## config.mk

```make
export PLATFORM = sky130hd
export DESIGN_NAME = mem_stage_flat
export DESIGN_NICKNAME = d
export VERILOG_FILES = /design/src/rtl/cpu_types_pkg.sv /design/src/rtl/mem_stage_if.sv /design/src/rtl/mem_stage_link_reg.sv /design/src/rtl/mem_stage.sv /design/src/flat_wrapper.sv
export SDC_FILE = /design/constraint.sdc
export NUM_CORES = 1
export LEC_CHECK = 0
export ABC_CLOCK_PERIOD_IN_PS = 1960
export CELL_PAD_IN_SITES_DETAIL_PLACEMENT = 1
export CELL_PAD_IN_SITES_GLOBAL_PLACEMENT = 2
export CORE_MARGIN = 2
export CORE_UTILIZATION = 17
export CTS_BUF_LIST = sky130_fd_sc_hd__clkbuf_8
export CTS_CLUSTER_DIAMETER = 80
export DETAILED_ROUTE_END_ITERATION = 12
export GPL_TIMING_DRIVEN = 0
export PLACE_DENSITY_LB_ADDON = 0.1
export SYNTH_ARGS = -nofsm -noshare
export SYNTH_HDL_FRONTEND = slang
export SYNTH_HIERARCHICAL = 1
export SYNTH_SLANG_ARGS = --single-unit
```

## constraint.sdc

```tcl
create_clock -name CLK -period 1.96 [get_ports CLK]
set_input_delay 0.49 -clock CLK [delete_from_list [all_inputs] [get_ports CLK]]
set_output_delay 0.49 -clock CLK [all_outputs]
set_load 0.02 [all_outputs]
```

## src/rtl/cpu_types_pkg.sv

```systemverilog
// Shared CPU types: word/register widths, opcodes and the MEM-stage state encoding.
package cpu_types_pkg;
  localparam int unsigned WORD_W = 32;

  typedef logic [WORD_W-1:0] word_t;
  typedef logic [4:0]        regbits_t;

  typedef enum logic [5:0] {
    RTYPE = 6'b000000,
    J     = 6'b000010,
    JAL   = 6'b000011,
    BEQ   = 6'b000100,
    ADDI  = 6'b001000,
    LW    = 6'b100011,
    SW    = 6'b101011,
    LL    = 6'b110000,
    SC    = 6'b111000,
    HALT  = 6'b111111
  } opcode_t;

  typedef enum logic [1:0] {RUN, WAIT, HALTED} memstate_t;

  localparam regbits_t LINK_REGNUM = 5'd31;
endpackage

```

## src/rtl/mem_stage_if.sv

```systemverilog
// Data-cache request bus between the memory stage (master) and the cache (slave).
interface mem_stage_if #(parameter int unsigned ADDR_W = 32);
  logic              dmemREN;
  logic              dmemWEN;
  logic [ADDR_W-1:0] dmemaddr;
  logic [ADDR_W-1:0] dmemstore;
  logic              dhit;
  logic [ADDR_W-1:0] dmemload;

  modport master (output dmemREN, dmemWEN, dmemaddr, dmemstore,
                  input  dhit, dmemload);
  modport slave  (input  dmemREN, dmemWEN, dmemaddr, dmemstore,
                  output dhit, dmemload);
endinterface

```

## src/rtl/mem_stage_link_reg.sv

```systemverilog
// LL/SC reservation: a valid bit plus the linked word address.
module link_reg #(parameter int unsigned ADDR_W = 32) (
  input  logic              CLK,
  input  logic              nRST,
  input  logic              i_set,
  input  logic              i_clr,
  input  logic              i_clr_match,
  input  logic [ADDR_W-1:0] i_addr,
  output logic              o_match
);
  logic              r_valid;
  logic [ADDR_W-1:0] r_addr;

  always_ff @(posedge CLK or negedge nRST) begin
    if (!nRST) begin
      r_valid <= 1'b0;
      r_addr  <= '0;
    end else if (i_set) begin
      r_valid <= 1'b1;
      r_addr  <= i_addr;
    end else if (i_clr || (i_clr_match && r_addr == i_addr)) begin
      r_valid <= 1'b0;
    end
  end

  assign o_match = r_valid && (r_addr == i_addr);
endmodule

```

## src/rtl/mem_stage.sv

```systemverilog
// MIPS memory stage: data-cache request, pipeline hold, MEM/WB register and sticky halt.
// Define MEM_STAGE_LLSC_EN to build in the LL/SC link register.
module mem_stage
  import cpu_types_pkg::*;
#(
  parameter int unsigned ADDR_W = 32
) (
  input  logic              CLK,
  input  logic              nRST,
  input  logic [ADDR_W-1:0] pcplus4_in,
  input  logic [ADDR_W-1:0] aluOutport_in,
  input  logic [ADDR_W-1:0] rdat2_in,
  input  regbits_t          rt_in,
  input  regbits_t          rd_in,
  input  opcode_t           InstrOp_in,
  input  logic              MemToReg_in,
  input  logic              RegDst_in,
  input  logic              JType_in,
  input  logic              regWEN_in,
  input  logic              Halt_in,
  input  logic              dMemREN_in,
  input  logic              dMemWEN_in,
  input  logic              flush,
  mem_stage_if.master       dcif,
  output logic              mem_stall,
  output logic [ADDR_W-1:0] wb_dat_out,
  output regbits_t          wsel_out,
  output logic              regWEN_out,
  output logic              halt
);
  memstate_t         r_state, w_next;
  logic              r_halt, r_regwen;
  regbits_t          r_wsel;
  logic [ADDR_W-1:0] r_wb_dat;
  logic              w_live, w_issue, w_sc_block, w_wb_en;
  regbits_t          w_wsel;
  logic [ADDR_W-1:0] w_wb_dat;

  // Flush only kills in RUN; once in WAIT the outstanding request must finish.
  assign w_live = (r_state != HALTED) && !(flush && r_state == RUN);

`ifdef MEM_STAGE_LLSC_EN
  logic w_link_match;

  link_reg #(.ADDR_W(ADDR_W)) u_link_reg (
    .CLK         (CLK),
    .nRST        (nRST),
    .i_set       (dcif.dmemREN && dcif.dhit && InstrOp_in == LL),
    .i_clr       (w_live && !mem_stall && InstrOp_in == SC),
    .i_clr_match (dcif.dmemWEN && dcif.dhit && InstrOp_in == SW),
    .i_addr      (aluOutport_in),
    .o_match     (w_link_match)
  );

  assign w_sc_block = (InstrOp_in == SC) && !w_link_match;
`else
  assign w_sc_block = 1'b0;
`endif

  // nRST gates the request so reset drops it without waiting for an edge.
  assign w_issue        = nRST && w_live && (dMemREN_in || dMemWEN_in) && !w_sc_block;
  assign dcif.dmemWEN   = w_issue && dMemWEN_in;
  assign dcif.dmemREN   = w_issue && dMemREN_in && !dMemWEN_in;
  assign dcif.dmemaddr  = aluOutport_in;
  assign dcif.dmemstore = rdat2_in;
  assign mem_stall      = (dcif.dmemREN || dcif.dmemWEN) && !dcif.dhit;

  always_comb begin
    w_next = r_state;
    unique case (r_state)
      RUN: begin
        if (Halt_in && !flush && !mem_stall) w_next = HALTED;
        else if (mem_stall)                  w_next = WAIT;
      end
      WAIT: begin
        if (!mem_stall) w_next = Halt_in ? HALTED : RUN;
      end
      HALTED:  w_next = HALTED;
      default: w_next = RUN;
    endcase
  end

  always_comb begin
    w_wsel   = JType_in ? LINK_REGNUM : (RegDst_in ? rd_in : rt_in);
    w_wb_dat = JType_in ? pcplus4_in : (MemToReg_in ? dcif.dmemload : aluOutport_in);
    w_wb_en  = regWEN_in && w_live;
`ifdef MEM_STAGE_LLSC_EN
    if (InstrOp_in == SC) w_wb_dat = ADDR_W'(w_link_match);
`else
    if (InstrOp_in == SC) w_wb_en = 1'b0;
`endif
  end

  always_ff @(posedge CLK or negedge nRST) begin
    if (!nRST) r_state <= RUN;
    else       r_state <= w_next;
  end

  always_ff @(posedge CLK or negedge nRST) begin
    if (!nRST) begin
      r_halt   <= 1'b0;
      r_regwen <= 1'b0;
      r_wsel   <= '0;
      r_wb_dat <= '0;
    end else begin
      if (w_next == HALTED) r_halt <= 1'b1;
      if (mem_stall) begin
        r_regwen <= 1'b0;
      end else begin
        r_regwen <= w_wb_en;
        r_wsel   <= w_wsel;
        r_wb_dat <= w_wb_dat;
      end
    end
  end

  assign wb_dat_out = r_wb_dat;
  assign wsel_out   = r_wsel;
  assign regWEN_out = r_regwen;
  assign halt       = r_halt;
endmodule

```

## src/flat_wrapper.sv

```systemverilog
// flat-port wrapper written by rule: the top's interface ports become plain ports
module mem_stage_flat import cpu_types_pkg::*;
#(
  parameter int unsigned ADDR_W = 32
)
  (CLK, nRST, pcplus4_in, aluOutport_in, rdat2_in, rt_in, rd_in, InstrOp_in, MemToReg_in, RegDst_in, JType_in, regWEN_in, Halt_in, dMemREN_in, dMemWEN_in, flush, mem_stall, wb_dat_out, wsel_out, regWEN_out, halt, dcif_dmemREN, dcif_dmemWEN, dcif_dmemaddr, dcif_dmemstore, dcif_dhit, dcif_dmemload);
  mem_stage_if #(.ADDR_W(ADDR_W)) dcif_i ();
  input  logic CLK;
  input  logic nRST;
  input  logic [ADDR_W-1:0] pcplus4_in;
  input  logic [ADDR_W-1:0] aluOutport_in;
  input  logic [ADDR_W-1:0] rdat2_in;
  input  regbits_t rt_in;
  input  regbits_t rd_in;
  input  opcode_t InstrOp_in;
  input  logic MemToReg_in;
  input  logic RegDst_in;
  input  logic JType_in;
  input  logic regWEN_in;
  input  logic Halt_in;
  input  logic dMemREN_in;
  input  logic dMemWEN_in;
  input  logic flush;
  output logic mem_stall;
  output logic [ADDR_W-1:0] wb_dat_out;
  output regbits_t wsel_out;
  output logic regWEN_out;
  output logic halt;
  output wire logic [$bits(dcif_i.dmemREN)-1:0] dcif_dmemREN;
  output wire logic [$bits(dcif_i.dmemWEN)-1:0] dcif_dmemWEN;
  output wire logic [$bits(dcif_i.dmemaddr)-1:0] dcif_dmemaddr;
  output wire logic [$bits(dcif_i.dmemstore)-1:0] dcif_dmemstore;
  input wire logic [$bits(dcif_i.dhit)-1:0] dcif_dhit;
  input wire logic [$bits(dcif_i.dmemload)-1:0] dcif_dmemload;
  assign dcif_dmemREN = dcif_i.dmemREN;
  assign dcif_dmemWEN = dcif_i.dmemWEN;
  assign dcif_dmemaddr = dcif_i.dmemaddr;
  assign dcif_dmemstore = dcif_i.dmemstore;
  assign dcif_i.dhit = dcif_dhit;
  assign dcif_i.dmemload = dcif_dmemload;
  mem_stage #(.ADDR_W(ADDR_W)) u_core (.CLK(CLK), .nRST(nRST), .pcplus4_in(pcplus4_in), .aluOutport_in(aluOutport_in), .rdat2_in(rdat2_in), .rt_in(rt_in), .rd_in(rd_in), .InstrOp_in(InstrOp_in), .MemToReg_in(MemToReg_in), .RegDst_in(RegDst_in), .JType_in(JType_in), .regWEN_in(regWEN_in), .Halt_in(Halt_in), .dMemREN_in(dMemREN_in), .dMemWEN_in(dMemWEN_in), .flush(flush), .dcif(dcif_i), .mem_stall(mem_stall), .wb_dat_out(wb_dat_out), .wsel_out(wsel_out), .regWEN_out(regWEN_out), .halt(halt));
endmodule
```

==> results.toml <==
[status]
status = "completed"

[clock_tree]
clkTransAtPathRegs_ns = 0.08
cts_root_buffer = "clkbuf_8"
clk_path_buf_depth = 2
htree_levels = 2
clk_latency_ns = 0.30
cts.sinks = 41
cts_buffers = 5
cts_tree = "built"

[timing]
slew_headroom_pct = 65.2
fin_crit_sh_pct = 98.6
fmax_ghz = 0.518
drv_slew = 0
period_minus_slack_ns = 1.93
clock_skew_ns = 0.00595
worstMarginPinSlew_ns = 0.522
setup_viol = 0
grt_setup_unrepaired = "yes"
hold_violations = 0

[synth]
synth_top_area_share_pct = 35.0
syn_nets = 441
synth_ff_type = "dfrtp_1"
synth_area_um2 = 2940
async_flop_share_pct = 100
yosys.area.top_type = "dfrtp_1"
yosysSeqAreaShare_pct = 35.0
synthTopCellsByArea = "dfrtp_1, buf_4, mux2_4, mux2i_1, o21ai_0"
postSynthAreaPerCell_um2 = 10.3
synth_edf_count = 0
synthCells = 286
synth.lib_cells_used.distinct = 27
synth_seq_cells = 41
yosysWarningCount = 6

[global_routing]
grt_pass1_vias = 3112
grt_pass1_wl_um = 18100
grt_overflow_total = 0
use_met2_pct = 21.7
use_met1_pct = 16.1
top_usage_layer = "met2"
use_met3_pct = 4.38
grt_max_degree = 14
grt.total_usage_pct = 12.8
grt_antenna_before_repair = 0

[setup_path]
crit_required_ns = 1.47
crit_type = "flip-flop to primary output"
r2r_slack_ns = 0.36
crit_chain = "o21bai_4, buf_6, and4b_1, buf_6"
path_max_fanout = 3
rr_worst_depth = 5
cpPeakStageDelay_ns = 0.44
crit_start = "u_core/r_state[1]"
cp-start-kind = "flip-flop"
reg2reg_to = "u_core/wb_dat_out[15]"
cp_data_arrival_time_ns = 1.44
critPathSlowestCell = "dfrtp_2"
reg2reg_from = "u_core/r_state[1]"
endpoint = "dcif_dmemREN"
cpMostUsedCell = "buf_6"
cp-end-kind = "primary output"

[die]
dieWidth_um = 135
io_pins = 261
coreArea_um2 = 17100
start_util_pct = 17.1
dieArea_um2 = 18300
row_count = 48
die_y_um = 135

[power_and_ir_drop]
p_seq_share_pct = 35.2
power_switching_mw = 0.857
ir_worst_vdd_v = 0.000174
p_int_mw = 1.91
pwr-share-clk_pct = 21.3
powerDensity_nw_per_um2 = 487
leakagePower_nw = 2.59
p_comb_share_pct = 43.5
p_sw_share_pct = 31.0

[place]
dp_hpwl_um = 9460
gp_congestion = 0.679
place_area_um2 = 5480
io_buffers = 225
dp.cells = 737

[drt]
final_antenna_net_count = 0
vias = 2932
wl_um = 12000
wire_per_inst_um = 15.9
route.detailed.drc = 0
dr.pass1.iters = 4
via_per_inst = 3.89
drt_iter0_drc = 54

[worst_hold_path]
min_path_type = "input pin to async pin"

[cells_and_area]
post-route-cell-area_um2 = 5680
seq_area_um2 = 1030
stdcell_count = 754
nNetsFinal = 684
area_growth_pct = 93.5
antenna_cells = 0
final_layout_size_suffix_gt1_share_pct = 24.8
fillCellCount = 1932
multi_input_area_um2 = 1320

[job]
cap_violations = 0
[kinds of logic (layout without fill, tap and decap cells)]
logic type | Yosys count | in the layout | synth area share [%]
buffers and inverters | 83 | 326 | 20.4
muxes | 64 | 64 | 26.5
and+or+nand+nor | 51 | 51 | 8.65
AOI/OAI and AO/OA | 47 | 47 | 9.51
DFF | 41 | 41 | 35.0
[synth_stat cells (2+ instances only)]
library cell,instances
buf_2,3
a211oi_1,5
mux2_4,26
and3_1,2
nand2_1,32
o21ai_0,37
buf_4,67
nand4_1,5
clkbuf_1,6
nor2b_1,7
mux2_2,6
mux2i_1,32
dfrtp_1,41
buf_6,4
[stage by stage]
step                      hold slack, ns  TNS [ns]  total power, mW  utilization (%)  setup slack, ns
final                             0.0964         0             2.77             33.2           0.0282
after global routing              0.0723   -0.0648             2.95             33.2          -0.0342
after CTS                         0.0804    -0.219             2.82             33.0           -0.219
after detailed placement           0.490    -24.62             2.19             32.0            -1.28
after global placement             0.473   -137.55             2.17             32.0            -2.88
after floorplan                    0.194         0             1.54                -            0.152
[worst max-delay path, delay by kind of cell, from the launching register on]
family          cells  cell delay (ns)
simple gates        1             0.20
flops               1             0.44
buf+inv             2             0.26
compound gates      1             0.24
[layer usage]
layer | up-vias | part of all wire [%] | wire, µm
met5 | - | 0 | 0
met4 | 0 | 0.70 | 84
met3 | 7 | 8.9 | 1070
met2 | 143 | 47 | 5650
met1 | 1372 | 43 | 5210
li1 | 1410 | - | -
[area by class of cell]
type	instances	area share [%]
Clock buffer	6	1.45
Multi-Input combinational cell	162	23.2
Tap cell	225	4.96
Buffer	81	10.5
Inverter	1	0.110
Sequential cell	41	18.1
Clock inverter	1	0.0661
Timing Repair Buffer	237	41.7
[flip-flops by register name, summed over array words and instances (netlist names)]
signal             count
u_core/wb_dat_out     32
u_core/halt            1
u_core/r_state         2
u_core/wsel_out        5
u_core/regWEN_out      1
[what timing repair did]
| item | 4_1_cts | 5_1_grt |
|---|---|---|
| resized for setup | 59 | 8 |
| hold buffers | 3 | 0 |
| setup endpoints to repair | 67 | 5 |
| endpoints found under the hold margin | 1 | 0 |
| setup buffers | 5 | 2 |
| pin swaps | 2 | 1 |
| gates cloned | 1 | 0 |
[worst min-delay path by stage]
| stage | startpoint | end | depth (start not counted) |
|---|---|---|---|
| after floorplan | nRST | u_core/halt | 0 |
| after global placement | u_core/halt | u_core/halt | 1 |
| after detailed placement | nRST | u_core/wb_dat_out[11] | 1 |
| after CTS | nRST | u_core/wsel_out[0] | 2 |
| after global routing | nRST | u_core/wsel_out[0] | 2 |
| final | nRST | u_core/wb_dat_out[9] | 2 |
[cells in the final DEF (no fill, tap or decap), drive strengths merged, types with 2 or more instances in the layout]
| cell type | synthesis | layout |
|---|---|---|
| clkdlybuf4s50 | 0 | 185 |
| buf | 75 | 86 |
| dfrtp | 41 | 41 |
| o21ai | 37 | 37 |
| mux2i | 32 | 32 |
| nand2 | 32 | 32 |
| mux2 | 32 | 32 |
| dlygate4sd2 | 0 | 30 |
| clkbuf | 7 | 13 |
| nor2b | 7 | 7 |
| a211oi | 5 | 5 |
| nand4 | 5 | 5 |
| dlymetal6s2s | 0 | 3 |
| clkdlybuf4s15 | 0 | 3 |
| dlygate4sd3 | 0 | 3 |
| and3 | 2 | 2 |
| inv | 1 | 2 |
[power groups by stage]
stage / Clock [mW] / Sequential (mW) / Combinational (mW)
6_report: 0.589 / 0.974 / 1.20
5_1_grt: 0.674 / 0.988 / 1.29
4_1_cts: 0.633 / 0.976 / 1.21
3_5_place_dp: 0 / 0.992 / 1.20
3_3_place_gp: 0 / 0.986 / 1.19
2_1_floorplan: 0 / 1.08 / 0.454
(Power assumes the default switching activity.)
